File: config.mk
export PLATFORM = sky130hd
export DESIGN_NAME = acc_exec8
export DESIGN_NICKNAME = d
export VERILOG_FILES = /design/src/rtl/acc_exec8.sv
export SDC_FILE = /design/constraint.sdc
export NUM_CORES = 1
export LEC_CHECK = 0
export ABC_AREA = 0
export ABC_CLOCK_PERIOD_IN_PS = 1500
export BUFFER_PORTS_ARGS = -buffer_cell sky130_fd_sc_hd__buf_2
export CORE_MARGIN = 2
export CORE_UTILIZATION = 40
export CTS_CLUSTER_DIAMETER = 50
export CTS_CLUSTER_SIZE = 16
export DETAILED_ROUTE_END_ITERATION = 6
export GPL_TIMING_DRIVEN = 0
export PLACE_DENSITY = 0.78
export SYNTH_ARGS = -nofsm -noshare
export SYNTH_HDL_FRONTEND = slang
export SYNTH_SLANG_ARGS = --single-unit
File: constraint.sdc
create_clock -name clk -period 1.5 [get_ports clk]
set_input_delay 0.225 -clock clk [delete_from_list [all_inputs] [get_ports clk]]
set_output_delay 0.225 -clock clk [all_outputs]
set_load 0.1 [all_outputs]
File: src/rtl/acc_exec8.sv
// -----------------------------------------------------------------------------
// acc_exec8 : single-accumulator execute sequencer wrapped around an external
//             8-bit ALU (alu8).
//
// One operation is accepted per in_valid/in_ready handshake. The ALU input pins
// are then held stable for SETTLE_CYCLES cycles, after which ALU Y/Cout are
// captured into the accumulator and the flags. A load operation bypasses the
// ALU and writes the operand straight into the accumulator.
//
// Parameter
//   SETTLE_CYCLES  cycles the ALU inputs settle before capture (1..15)
//
// Optional feature
//   ACC_EXEC8_OVF_FLAG_EN  when defined, adds the signed-overflow flag flag_v
//                          (updated on add, cleared on other ALU ops, held on
//                          loads)
//
// Ports
//   clk, rst_n          clock (rising edge), asynchronous active-low reset
//   in_valid/in_ready   upstream handshake (ready only while IDLE)
//   in_op, in_operand   ALU op code and operand B / load value
//   in_use_carry        feed the current carry flag into alu_cin
//   in_load             write in_operand directly to the accumulator
//   alu_a/b/op/cin      ALU input pins (a = accumulator, rest registered)
//   alu_y, alu_cout     ALU result pins
//   acc                 accumulator
//   flag_c/z/n          carry, zero, negative flags
//   flag_v              signed overflow flag (feature builds only)
//   done                one-cycle pulse following each accumulator write
// -----------------------------------------------------------------------------
module acc_exec8 #(
    parameter int unsigned SETTLE_CYCLES = 1
) (
    input  logic       clk,
    input  logic       rst_n,
    input  logic       in_valid,
    output logic       in_ready,
    input  logic [2:0] in_op,
    input  logic [7:0] in_operand,
    input  logic       in_use_carry,
    input  logic       in_load,
    output logic [7:0] alu_a,
    output logic [7:0] alu_b,
    output logic [2:0] alu_op,
    output logic       alu_cin,
    input  logic [7:0] alu_y,
    input  logic       alu_cout,
    output logic [7:0] acc,
    output logic       flag_c,
    output logic       flag_z,
    output logic       flag_n,
    output logic       done
`ifdef ACC_EXEC8_OVF_FLAG_EN
    ,
    output logic       flag_v
`endif
);

    typedef enum logic [1:0] {
        IDLE = 2'd0,
        EXEC = 2'd1,
        WB   = 2'd2
    } state_t;

    localparam logic [3:0] CNT_INIT = 4'(SETTLE_CYCLES - 1);

    state_t     state_q;
    logic [3:0] cnt_q;
    logic       load_q;
    logic [7:0] wb_acc_d;

    // Value written to the accumulator in WB: loads bypass the ALU.
    assign wb_acc_d = load_q ? alu_b : alu_y;

    assign alu_a    = acc;
    assign in_ready = (state_q == IDLE);

    always_ff @(posedge clk or negedge rst_n) begin
        if (!rst_n) begin
            state_q <= IDLE;
            cnt_q   <= 4'd0;
            load_q  <= 1'b0;
            alu_b   <= 8'd0;
            alu_op  <= 3'd0;
            alu_cin <= 1'b0;
            acc     <= 8'd0;
            flag_c  <= 1'b0;
            flag_z  <= 1'b0;
            flag_n  <= 1'b0;
            done    <= 1'b0;
`ifdef ACC_EXEC8_OVF_FLAG_EN
            flag_v  <= 1'b0;
`endif
        end else begin
            done <= 1'b0;
            case (state_q)
                IDLE: begin
                    if (in_valid) begin
                        alu_b   <= in_operand;
                        alu_op  <= in_op;
                        alu_cin <= in_use_carry & flag_c;
                        load_q  <= in_load;
                        cnt_q   <= CNT_INIT;
                        state_q <= EXEC;
                    end
                end
                EXEC: begin
                    if (cnt_q == 4'd0) begin
                        state_q <= WB;
                    end else begin
                        cnt_q <= cnt_q - 4'd1;
                    end
                end
                WB: begin
                    acc    <= wb_acc_d;
                    flag_z <= (wb_acc_d == 8'd0);
                    flag_n <= wb_acc_d[7];
                    done   <= 1'b1;
                    if (!load_q) begin
                        flag_c <= alu_cout;
`ifdef ACC_EXEC8_OVF_FLAG_EN
                        // Signed overflow: like-signed operands, result sign differs.
                        if (alu_op == 3'b000) begin
                            flag_v <= (acc[7] == alu_b[7]) & (alu_y[7] != acc[7]);
                        end else begin
                            flag_v <= 1'b0;
                        end
`endif
                    end
                    state_q <= IDLE;
                end
                default: state_q <= IDLE;
            endcase
        end
    end

endmodule

# Yosys cells after proc, flatten, opt, wreduce, memory -nomap -nowiden
# Index checks and enable logic that the tools add are counted.
op_classes:
  n_eq_ne: 5
  n_reduce_logical: 8
  muxes: 8
  n_addsub: 1
  bitwise_logic: 2
op_table:
  columns: ["op", "n"]
  rows:
  - ["$logic_not A8 Y1", 1]
  - ["$mux W4", 2]
  - ["$mux W8", 1]
  - ["$pmux W4 S2", 1]
  - ["$ne A2 B2 Y1 const B", 3]
  - ["$reduce_and A2 Y1", 3]
  - ["$logic_not A4 Y1", 1]
  - ["$mux W2", 2]
  - ["$pmux W2 S2", 1]
  - ["$sub A4 B1 Y4 const B", 1]
  - ["$reduce_and A3 Y1", 1]
  - ["$eq A2 B1 Y1 const B", 1]
  - ["$eq A2 B2 Y1 const B", 1]
  - ["$logic_not A2 Y1", 1]
  - ["$reduce_bool A2 Y1", 1]
  - ["$and A1 B1 Y1", 1]
  - ["$mux W1", 1]
  - ["$not A1 Y1", 1]
word_totals:
  register_bits: 31
  input_bits: 25

# Logic depth before layout (Yosys ltp)
logic_depth:
  word_depth: 3
  mapped_depth: 5

# Worst setup path after synthesis
# Ideal clock, no wire load.
synth_timing:
  path_kind: "register to output"
  from: "register state_q[0]"
  to: "output in_ready"
  path_stages_with_launch: 3
  t_arrival_ps: 1833
  path_slack_ps: -558
  n_path_buf: 1
  path_cell_list: "dfrtp_1 -> buf_2 -> nor2_1"
synth_between:
  elab_chain_cells: 1
synth_lines:
  columns: ["item", "line", "text"]
  rows:
  - ["start, declared", "67", "state_t state_q;"]
  - ["start signal, assigned", "80", "state_q <= IDLE;"]
  - ["start signal, assigned", "104", "state_q <= EXEC;"]
  - ["start signal, assigned", "109", "state_q <= WB;"]
  - ["$logic_not A2 Y1", "76", "assign in_ready = (state_q == IDLE);"]
  - ["end, declared", "37", "output logic in_ready,"]
# Every way passes these cells.

# Worst setup path after layout
layout_timing:
  from: "register cnt_q[1]"
  to: "register cnt_q[0]"
layout_between:
  elab_chain_cells: 3
layout_lines:
  columns: ["item", "line", "text"]
  rows:
  - ["start, declared", "68", "logic [3:0] cnt_q;"]
  - ["start signal, assigned", "111", "cnt_q <= cnt_q - 4'd1;"]
  - ["$logic_not A4 Y1", "108", "if (cnt_q == 4'd0) begin"]
  - ["$ne A2 B2 Y1 (no source line)", null, null]
  - ["$reduce_and A3 Y1 (no source line)", null, null]
# Every way passes these cells.
# A chain may end at the register's enable or synchronous reset.

==> impl_summary.txt <==
----------------------------------------------------
[Logic synthesis]
  Synthesized instance count ... 123
  Share of the synthesized area in the top cell type ... around 53%
  Total nets after synthesis ... 150
  Unique masters post-synth ... 31
  Top post-synthesis cells by area ... sky130_fd_sc_hd__dfrtp_1 (53%), sky130_fd_sc_hd__mux2_2 (10%), sky130_fd_sc_hd__mux2i_1 (4.9%)
  Synthesis warning total ... 0
  Cell type contributing the most total cell area after synthesis ... sky130_fd_sc_hd__dfrtp_1
  Sequential share of the synthesized area ... ~53%
  Number of synthesized register bits ... 30
  Area of the mapped netlist ... about 1400 sq um
  Mean instance size in the synthesized netlist ... 11.6 sq um

[CTS]
  TritonCTS clock tree ... built
  Post-CTS clock slew at the launch and capture registers of the worst setup and hold paths ... 0.10 ns
  Cell at the root of the clock tree ... sky130_fd_sc_hd__clkbuf_4
  Later-pin clock latency in the skew report ... 0.32 ns
  Number of clock sinks seen by CTS ... 30
  Depth of the CTS H-tree ... 2
  Bufs on Longest Clock Path ... 2
  Clock buffers created by TritonCTS ... 5

[Floorplan]
  Initial core utilization ... 42.3%
  Number of core rows ... 21
  Chip Height ... 63.6 um
  Core area ... about 3400 sq um
  DIE AREA ... 4050 sq um
  Top-level port count ... 58
  Floorplan die width ... ~64 um

[Critical path]
  Critical path endpoint ... cnt_q[0]$_DFFE_PN0P_
  CP startpoint ... cnt_q[1]$_DFFE_PN0P_
  Type of origin of the critical path ... register
  Reg2Reg Launch Point ... cnt_q[1]$_DFFE_PN0P_
  Length in cells of the worst reg-to-reg path ... 5
  Setup slack, reg-to-reg ... 0.06 ns
  Setup crit end kind ... register
  Critical-path maximum fanout ... 5
  Required arrival time at the worst endpoint ... 1.72 ns
  Critical Path AT ... ~1.7 ns
  Critical path class ... reg -> reg
  Terminus of the critical flop-to-flop path ... cnt_q[0]$_DFFE_PN0P_

[STA]
  Fraction of the cycle the final worst path needs ... between 90 and 100%
  Time the final worst path needs with I/O delays and setup ... 1.44 ns
  Final Hold Viols ... 0
  Worst slew margin relative to its limit ... 56.4%
  Highest Clock Rate ... 0.695 GHz
  Count of pins over their slew limit ... 0
  Total negative slack for setup checks ... 0 ns
  Transition time at the pin with the least slew margin ... 0.655 ns
  Fin worst setup slack ... approximately 0.062 ns
  Final setup violating endpoints ... 0
  Final Skew ... between 0.005 and 0.006 ns

[Route]
  WL final ... 2970 um
  Vias ... 1,157
  Via count normalized by instance count ... 4.78
  Post-route DRC ... 0
  Routed wirelength normalized by instance count ... 12.3 um
  DRT iter0 DRCs ... 35
  Number of search-and-repair iterations in the first detailed-routing pass ... 4
  Count of antenna-violating nets left after detailed routing ... 0

[Hold path]
  Hold Crit Class ... in -> reg
  HP Start ... in_operand[5]

[Place]
  Post-placement worst setup slack ... -0.139 ns
  Count of input and output buffers ... 57
  Routability cong. ... 0.802
  Placed wire-length estimate after detailed placement ... roughly 2100 um
  Dpl cells ... between 200 and 250

[Final layout]
  Non-Filler Instances ... 242
  Share of layout cells above drive strength 1 ... 60.7%
  Diodes inserted ... 0
  Net total in the final layout ... 222
  Final core occ ... 58.8%
  Area added between synthesis and finish ... 39.1%
  Most frequent cells in the layout ... sky130_fd_sc_hd__buf_2 (52), sky130_fd_sc_hd__buf_4 (16), sky130_fd_sc_hd__dfrtp_1 (16), sky130_fd_sc_hd__mux2_2 (13)
  Most common library cell in the layout ignoring fill and taps ... sky130_fd_sc_hd__buf_2

[Run]
  MaxCap Viol Count ... 0

[Global route]
  All-Layer GR Usage ... between 10% and 20%
  Maximum number of pins on one net before global-route repair ... 31
  Initial antenna violation count ... 0
  Global route total overflow ... 0
  Global-route wire length before repair ... 4880 um
  Vias in the first global route ... 1,084

[Outcome]
  Result of the run ... finished clean

----------------------------------------------------
worst max-delay path, stage by stage (launching register included):
cell,delay [ns]
sky130_fd_sc_hd__dfrtp_1,0.37
sky130_fd_sc_hd__inv_1,0.08
sky130_fd_sc_hd__ha_1,0.20
sky130_fd_sc_hd__nor3b_4,0.17
sky130_fd_sc_hd__or2_4,0.25
sky130_fd_sc_hd__o311ai_1,0.27
worst min-delay path by stage:
stage                      endpoint  cells past startpoint  slack (ns)
4_1_cts        alu_b[5]$_DFFE_PN0P_                      2        0.11
2_1_floorplan    acc[0]$_DFFE_PN0P_                      0       -0.07
5_1_grt        alu_b[2]$_DFFE_PN0P_                      2        0.09
6_report       alu_b[5]$_DFFE_PN0P_                      2        0.13
3_3_place_gp   alu_b[6]$_DFFE_PN0P_                      1        0.30
3_5_place_dp   alu_b[6]$_DFFE_PN0P_                      1        0.30
logic make-up (layout without fill, tap and decap cells):
group	after synthesis	in the layout	synth area share, %
AOI/OAI and AO/OA	21	21	9.60
adders and majority gates	2	2	1.76
buffers and inverters	21	94	8.80
DFF	30	30	52.8
muxes	20	20	15.2
and+or+nand+nor	29	29	11.8
through the flow:
step	instance area [sq um]	hold WS [ns]
2_1_floorplan	1450	-0.0706
3_3_place_gp	1790	0.297
3_5_place_dp	1790	0.302
4_1_cts	1910	0.113
5_1_grt	1980	0.0855
6_report	1980	0.127
registers in the layout, indices dropped and copies added, names as in the netlist:
name / cells
acc: 8
done: 1
flag_c: 1
cnt_q: 4
load_q: 1
alu_cin: 1
alu_op: 3
flag_z: 1
alu_b: 8
state_q: 2
area by class of cell:
| class | instances | area (sq um) |
|---|---|---|
| buffer | 14 | 105 |
| tap | 46 | 57.6 |
| multi-input combinational | 72 | 574 |
| inverter | 7 | 26.3 |
| timing repair buffer | 65 | 380 |
| clock inverter | 1 | 5.00 |
| sequential | 30 | 773 |
| fill | 296 | 1390 |
| clock buffer | 7 | 55.1 |
timing repair:
item	4_1_cts	5_1_grt
resized for setup	7	13
pin swaps	1	1
setup buffers	3	4
hold buffers	1	0
hold endpoints to repair	30	0
setup endpoints to repair	11	11
cell usage after synthesis:
master	n
sky130_fd_sc_hd__and3b_1	1
sky130_fd_sc_hd__buf_2	4
sky130_fd_sc_hd__o311ai_0	2
sky130_fd_sc_hd__mux2i_1	7
sky130_fd_sc_hd__nor2b_1	1
sky130_fd_sc_hd__a21oi_1	4
sky130_fd_sc_hd__or4_1	1
sky130_fd_sc_hd__o21ai_0	9
sky130_fd_sc_hd__nor3_1	1
sky130_fd_sc_hd__buf_6	1
sky130_fd_sc_hd__o22ai_1	1
sky130_fd_sc_hd__o21bai_1	1
sky130_fd_sc_hd__nand3b_1	1
sky130_fd_sc_hd__nor2_1	4
sky130_fd_sc_hd__a32o_1	1
sky130_fd_sc_hd__nor3b_1	1
sky130_fd_sc_hd__ha_1	2
sky130_fd_sc_hd__o41ai_1	1
sky130_fd_sc_hd__inv_1	7
sky130_fd_sc_hd__dfrtp_1	30
sky130_fd_sc_hd__nand2b_1	1
sky130_fd_sc_hd__nand3_1	3
sky130_fd_sc_hd__or4b_1	2
sky130_fd_sc_hd__buf_4	9
sky130_fd_sc_hd__nor3b_4	1
sky130_fd_sc_hd__a31o_2	1
sky130_fd_sc_hd__nand4_1	1
sky130_fd_sc_hd__or2_2	1
sky130_fd_sc_hd__mux2_2	13
sky130_fd_sc_hd__a211oi_2	1
sky130_fd_sc_hd__nand2_1	10
routing by layer:
metal / track usage [%] / routed length [um]
met5: 0 / 0
met4: 4.89 / 24
met3: 6.79 / 178
met2: 25.8 / 1470
met1: 18.6 / 1300
Power is not shown: default switching activity piles up to over one toggle a cycle in this logic, so the estimate is an artifact.
